==> src/rtl/rom_table_streamer.sv <==
// rom_table_streamer: sequences reads from the 512x16 table ROM
// and streams the words out on a valid/ready interface.
module rom_table_streamer #(
  parameter int ADDR_W = 9,
  parameter int DATA_W = 16,
  parameter int LEN_W  = 10
) (
  input  logic              clk,
  input  logic              reset,
  input  logic              start,
  input  logic              abort,
  input  logic [ADDR_W-1:0] base_ad,
  input  logic [LEN_W-1:0]  len,
  output logic              busy,
  output logic              done,
  output logic              rom_ce,
  output logic              rom_oce,
  output logic [ADDR_W-1:0] rom_ad,
  input  logic [DATA_W-1:0] rom_dout,
  output logic [DATA_W-1:0] m_data,
  output logic              m_valid,
  input  logic              m_ready,
  output logic              m_last
);

  typedef enum logic {
    IDLE,
    RUN
  } state_t;

  state_t state_q, state_d;

  logic [ADDR_W-1:0] addr_q, addr_d;
  logic [LEN_W-1:0]  issue_q, issue_d;
  logic [LEN_W-1:0]  out_q, out_d;
  logic              infl_q, infl_d;
  logic              done_q, done_d;
  logic [1:0]        cnt_q, cnt_d;
  logic              wp_q, wp_d;
  logic              rp_q, rp_d;
  logic [DATA_W-1:0] mem_q [2];

  logic       pop;
  logic       push;
  logic       issue;
  logic [2:0] occ;
  logic       room;

  // Buffer occupancy after this cycle's pop, counting the read in flight.
  always_comb begin
    pop  = (cnt_q != 2'd0) & m_ready;
    push = infl_q;
    occ  = {1'b0, cnt_q} + {2'b0, infl_q} - {2'b0, pop};
    room = occ < 3'd2;
    issue = (state_q == RUN) & (issue_q != '0) & room
          & ~abort & ~reset;
  end

  // Next-state and counter updates; abort flushes everything.
  always_comb begin
    state_d = state_q;
    addr_d  = addr_q;
    issue_d = issue_q;
    out_d   = out_q;
    infl_d  = issue;
    done_d  = 1'b0;
    cnt_d   = cnt_q + {1'b0, push} - {1'b0, pop};
    wp_d    = wp_q ^ push;
    rp_d    = rp_q ^ pop;

    if (issue) begin
      addr_d  = addr_q + 1'b1;
      issue_d = issue_q - 1'b1;
    end
    if (pop) begin
      out_d = out_q - 1'b1;
    end

    unique case (state_q)
      IDLE: begin
        if (start) begin
          addr_d  = base_ad;
          issue_d = len;
          out_d   = len;
          if (len == '0) begin
            done_d = 1'b1;
          end else begin
            state_d = RUN;
          end
        end
      end
      RUN: begin
        if (pop && m_last) begin
          state_d = IDLE;
          done_d  = 1'b1;
        end
      end
      default: state_d = IDLE;
    endcase

    if (abort) begin
      state_d = IDLE;
      addr_d  = '0;
      issue_d = '0;
      out_d   = '0;
      infl_d  = 1'b0;
      done_d  = 1'b0;
      cnt_d   = 2'd0;
      wp_d    = 1'b0;
      rp_d    = 1'b0;
    end
  end

  // State and counter registers.
  always_ff @(posedge clk) begin
    if (reset) begin
      state_q <= IDLE;
      addr_q  <= '0;
      issue_q <= '0;
      out_q   <= '0;
      infl_q  <= 1'b0;
      done_q  <= 1'b0;
      cnt_q   <= 2'd0;
      wp_q    <= 1'b0;
      rp_q    <= 1'b0;
    end else begin
      state_q <= state_d;
      addr_q  <= addr_d;
      issue_q <= issue_d;
      out_q   <= out_d;
      infl_q  <= infl_d;
      done_q  <= done_d;
      cnt_q   <= cnt_d;
      wp_q    <= wp_d;
      rp_q    <= rp_d;
    end
  end

  // Capture buffer storage; cleared on flush so idle data reads zero.
  always_ff @(posedge clk) begin
    if (reset || abort) begin
      mem_q[0] <= '0;
      mem_q[1] <= '0;
    end else if (push) begin
      mem_q[wp_q] <= rom_dout;
    end
  end

  // Output mapping.
  always_comb begin
    busy    = (state_q == RUN);
    done    = done_q;
    rom_ce  = issue;
    rom_oce = issue;
    rom_ad  = addr_q;
    m_valid = (cnt_q != 2'd0);
    m_data  = mem_q[rp_q];
    m_last  = (out_q == LEN_W'(1)) & m_valid;
  end

endmodule

==> config.mk <==
export PLATFORM = sky130hd
export DESIGN_NAME = rom_table_streamer
export DESIGN_NICKNAME = d
export VERILOG_FILES = /design/src/rtl/rom_table_streamer.sv
export SDC_FILE = /design/constraint.sdc
export NUM_CORES = 1
export LEC_CHECK = 0
export BUFFER_PORTS_ARGS = -buffer_cell sky130_fd_sc_hd__buf_2
export CAP_MARGIN = 20
export CORE_ASPECT_RATIO = 1.75
export CORE_MARGIN = 1
export CORE_UTILIZATION = 45
export CTS_CLUSTER_DIAMETER = 120
export DETAILED_ROUTE_END_ITERATION = 10
export MAX_ROUTING_LAYER = met4
export PLACE_DENSITY_LB_ADDON = 0.08
export SYNTH_ARGS = -nofsm -noshare
export SYNTH_HDL_FRONTEND = slang
export SYNTH_SLANG_ARGS = --single-unit
==> constraint.sdc <==
create_clock -name clk -period 8.4 [get_ports clk]
set_clock_uncertainty 0.05 [all_clocks]
set_input_delay 1.68 -clock clk [delete_from_list [all_inputs] [get_ports clk]]
set_output_delay 1.68 -clock clk [all_outputs]
set_load 0.005 [all_outputs]
==> flow_metrics.tcl <==
set metrics [dict create \
    period_share 0.677 \
    root_buffer "clkbuf_16" \
    core_region_area_mm2 0.00723 \
    drc 0 \
    clk_latency_ps 330 \
    power.leakage_nw 1.66 \
    cts_resized 0 \
    final_util 0.567 \
    path_common_cell "buf_2" \
    yosysWarnings 0 \
    outcome "complete, no violations" \
    syn_to_final_growth_pct 21.0 \
    postCtsSetupBuffers 0 \
    routedWlPerCell_um 16.7 \
    die_h_um 117 \
    antenna_found_initial 0 \
    track_usage 0.229 \
    synth_seq_cells 68 \
    synth-seq-area-share 0.496 \
    grt_start_max_net_pins 41 \
    path_cells "buf_2 -> o21ai_0 -> mux2i_1 -> ha_1 -> inv_1 -> fa_1 -> nand4bb_2 -> or2_1 -> nor2_1 -> buf_2" \
    drt-pass1-iter-count 4 \
    crit_family "simple AND/OR/NAND/NOR gates" \
    netlist_area_mm2 0.00339 \
    setup_tns_ps 0 \
    maxCapViolCount 0 \
    path_clk_slew_ps 60 \
    syn_nets 382 \
    io_pins 71 \
    grt_pass1_vias 2706 \
    crit_path_top_delay_cell "fa_1" \
    ys_async_sr_fraction 0 \
    routed_via_density 5.77 \
    vias 2814 \
    antenna_left 0 \
    drtIter0Drc 194 \
    start_util 0.468 \
    setup_viol 0 \
    rsz0062_at_grt "no" \
    layout_commonest_cell "buf_2" \
    worst_slew_pin_slew_ps 980 \
    cts_tree "done" \
    start_kind "primary input" \
    wl_um 8150 \
    crit_buf_inv 3 \
    end_kind "primary output" \
    dieArea_mm2 0.00789 \
    drv_slew 0 \
    multi_input_area_mm2 0.00160 \
    finalCriticalPeriod_ps 5690 \
    die_x_um 67.6 \
    clockBufferDepth 2 \
    max_stage_delay_ps 510 \
    layout_common_cells "buf_2 (70), dfxtp_1 (36), and2_1 (34)" \
    fmax_mhz 176 \
    cp.arrival_ps 3960 \
    ir_drop_v 0.000144 \
    final_hold_viol_count 0 \
    nFillCells 670 \
    dpl-instance-area_mm2 0.00378 \
    hold_class "flip-flop to flip-flop" \
    crit_fanout 17 \
    ctsHoldBuffers 0 \
    hold_slack_ps 444 \
    cts_num_sinks 68 \
    globalplace.congestion 0.889 \
    critPathKind "primary input to primary output" \
    synth_cells 335 \
    layout-drive-gt1-share 0.271 \
    grt_pass1_wl_um 12900 \
    final_cells 488 \
    cts-buffers-inserted 9 \
    powerDensity_mw_per_mm2 205 \
    regArea_mm2 0.00168 \
    floorplan.rows 41 \
    overflow 0 \
    synth.distinct_cells 42 \
    htreeDepth 3 \
    antenna_cells 0 \
    place_inst 473 \
    io_buffers 70 \
    place_hpwl_um 5870 \
    synth-main-ff-cell "dfxtp_1" \
    finalInstanceArea_mm2 0.00410 \
    slew_headroom 0.345 \
    synth-edff-count 32 \
    critPathRequiredTime_ps 6670 \
    synth_area_per_cell_um2 10.1 \
    nets 445 \
]
[path summary, 6_finish.rpt]
check,from,endpoint,slack [ps],cells past startpoint
hold / removal,wp_q$_SDFF_PP0_,wp_q$_SDFF_PP0_,440,2
setup reg to reg,cnt_q[1]$_SDFF_PP0_,issue_q[6]$_SDFF_PP0_,5240,9
hold reg to reg,wp_q$_SDFF_PP0_,wp_q$_SDFF_PP0_,440,2
setup / recovery,m_ready,rom_oce,2710,10
[cells by family (layout without fill, tap and decap cells)]
family / count (synthesis) / after routing / share of synthesized area
xor+xnor: 11 / 11 / 0.0284
simple gates: 142 / 142 / 0.244
buf+inv: 28 / 95 / 0.0329
flops: 68 / 68 / 0.496
fa+ha+maj: 7 / 7 / 0.0281
mux: 19 / 19 / 0.0620
compound gates: 60 / 60 / 0.108
[report_power, final]
group,internal [W],switching (W),leakage [nW]
logic,0.0000296,0.0000450,0.860
clock network,0.000258,0.000139,0.151
registers,0.000360,0.00000993,0.651
[per-stage QoR]
step	setup WS, ps	total power [W]
5_1_grt	2520	0.000870
3_5_place_dp	2720	0.000451
4_1_cts	2710	0.000845
2_1_floorplan	3090	0.000420
3_3_place_gp	2770	0.000450
6_report	2710	0.000842
[worst reg2reg max path: stages, from the launching register on]
cell and delay, ps:
dfxtp_1 430, o21ai_0 240, mux2i_1 190, ha_1 160, inv_1 50, fa_1 510, nand4bb_2 170, nor2_1 790
a311oi_1 200, a311oi_1 290
[final cells by class]
cell class | count | share of cell area
Sequential cell | 68 | 0.410
Multi-Input combinational cell | 239 | 0.389
Timing Repair Buffer | 73 | 0.0910
Clock buffer | 9 | 0.0549
Tap cell | 86 | 0.0263
Clock inverter | 6 | 0.0220
Inverter | 7 | 0.00641
[sequential cells by signal, summed over array words and instances, names as in the netlist, 2 cells and up]
register and cells:
cnt_q 2, out_q 10, mem_q 32, issue_q 10
rom_ad 9
[cell usage after synthesis (6+ instances only)]
master,count,area share
dfxtp_1,36,0.21
and2_1,34,0.063
edfxtp_1,32,0.28
nor2_1,21,0.023
o21ai_0,21,0.031
clkbuf_1,18,0.020
nor3_1,17,0.025
mux2_2,16,0.053
a21oi_1,15,0.022
nand2_1,13,0.014
nand3_1,12,0.018
a311oi_1,8,0.021
xor2_1,8,0.021
inv_1,7,0.0078
ha_1,6,0.022
[routing by layer]
metal	GRT usage	wire length (µm)
met5	-	0
met4	0.113	158
met3	0.0436	379
met2	0.418	4530
met1	0.221	3080
Power figures use the tool's default switching activity.
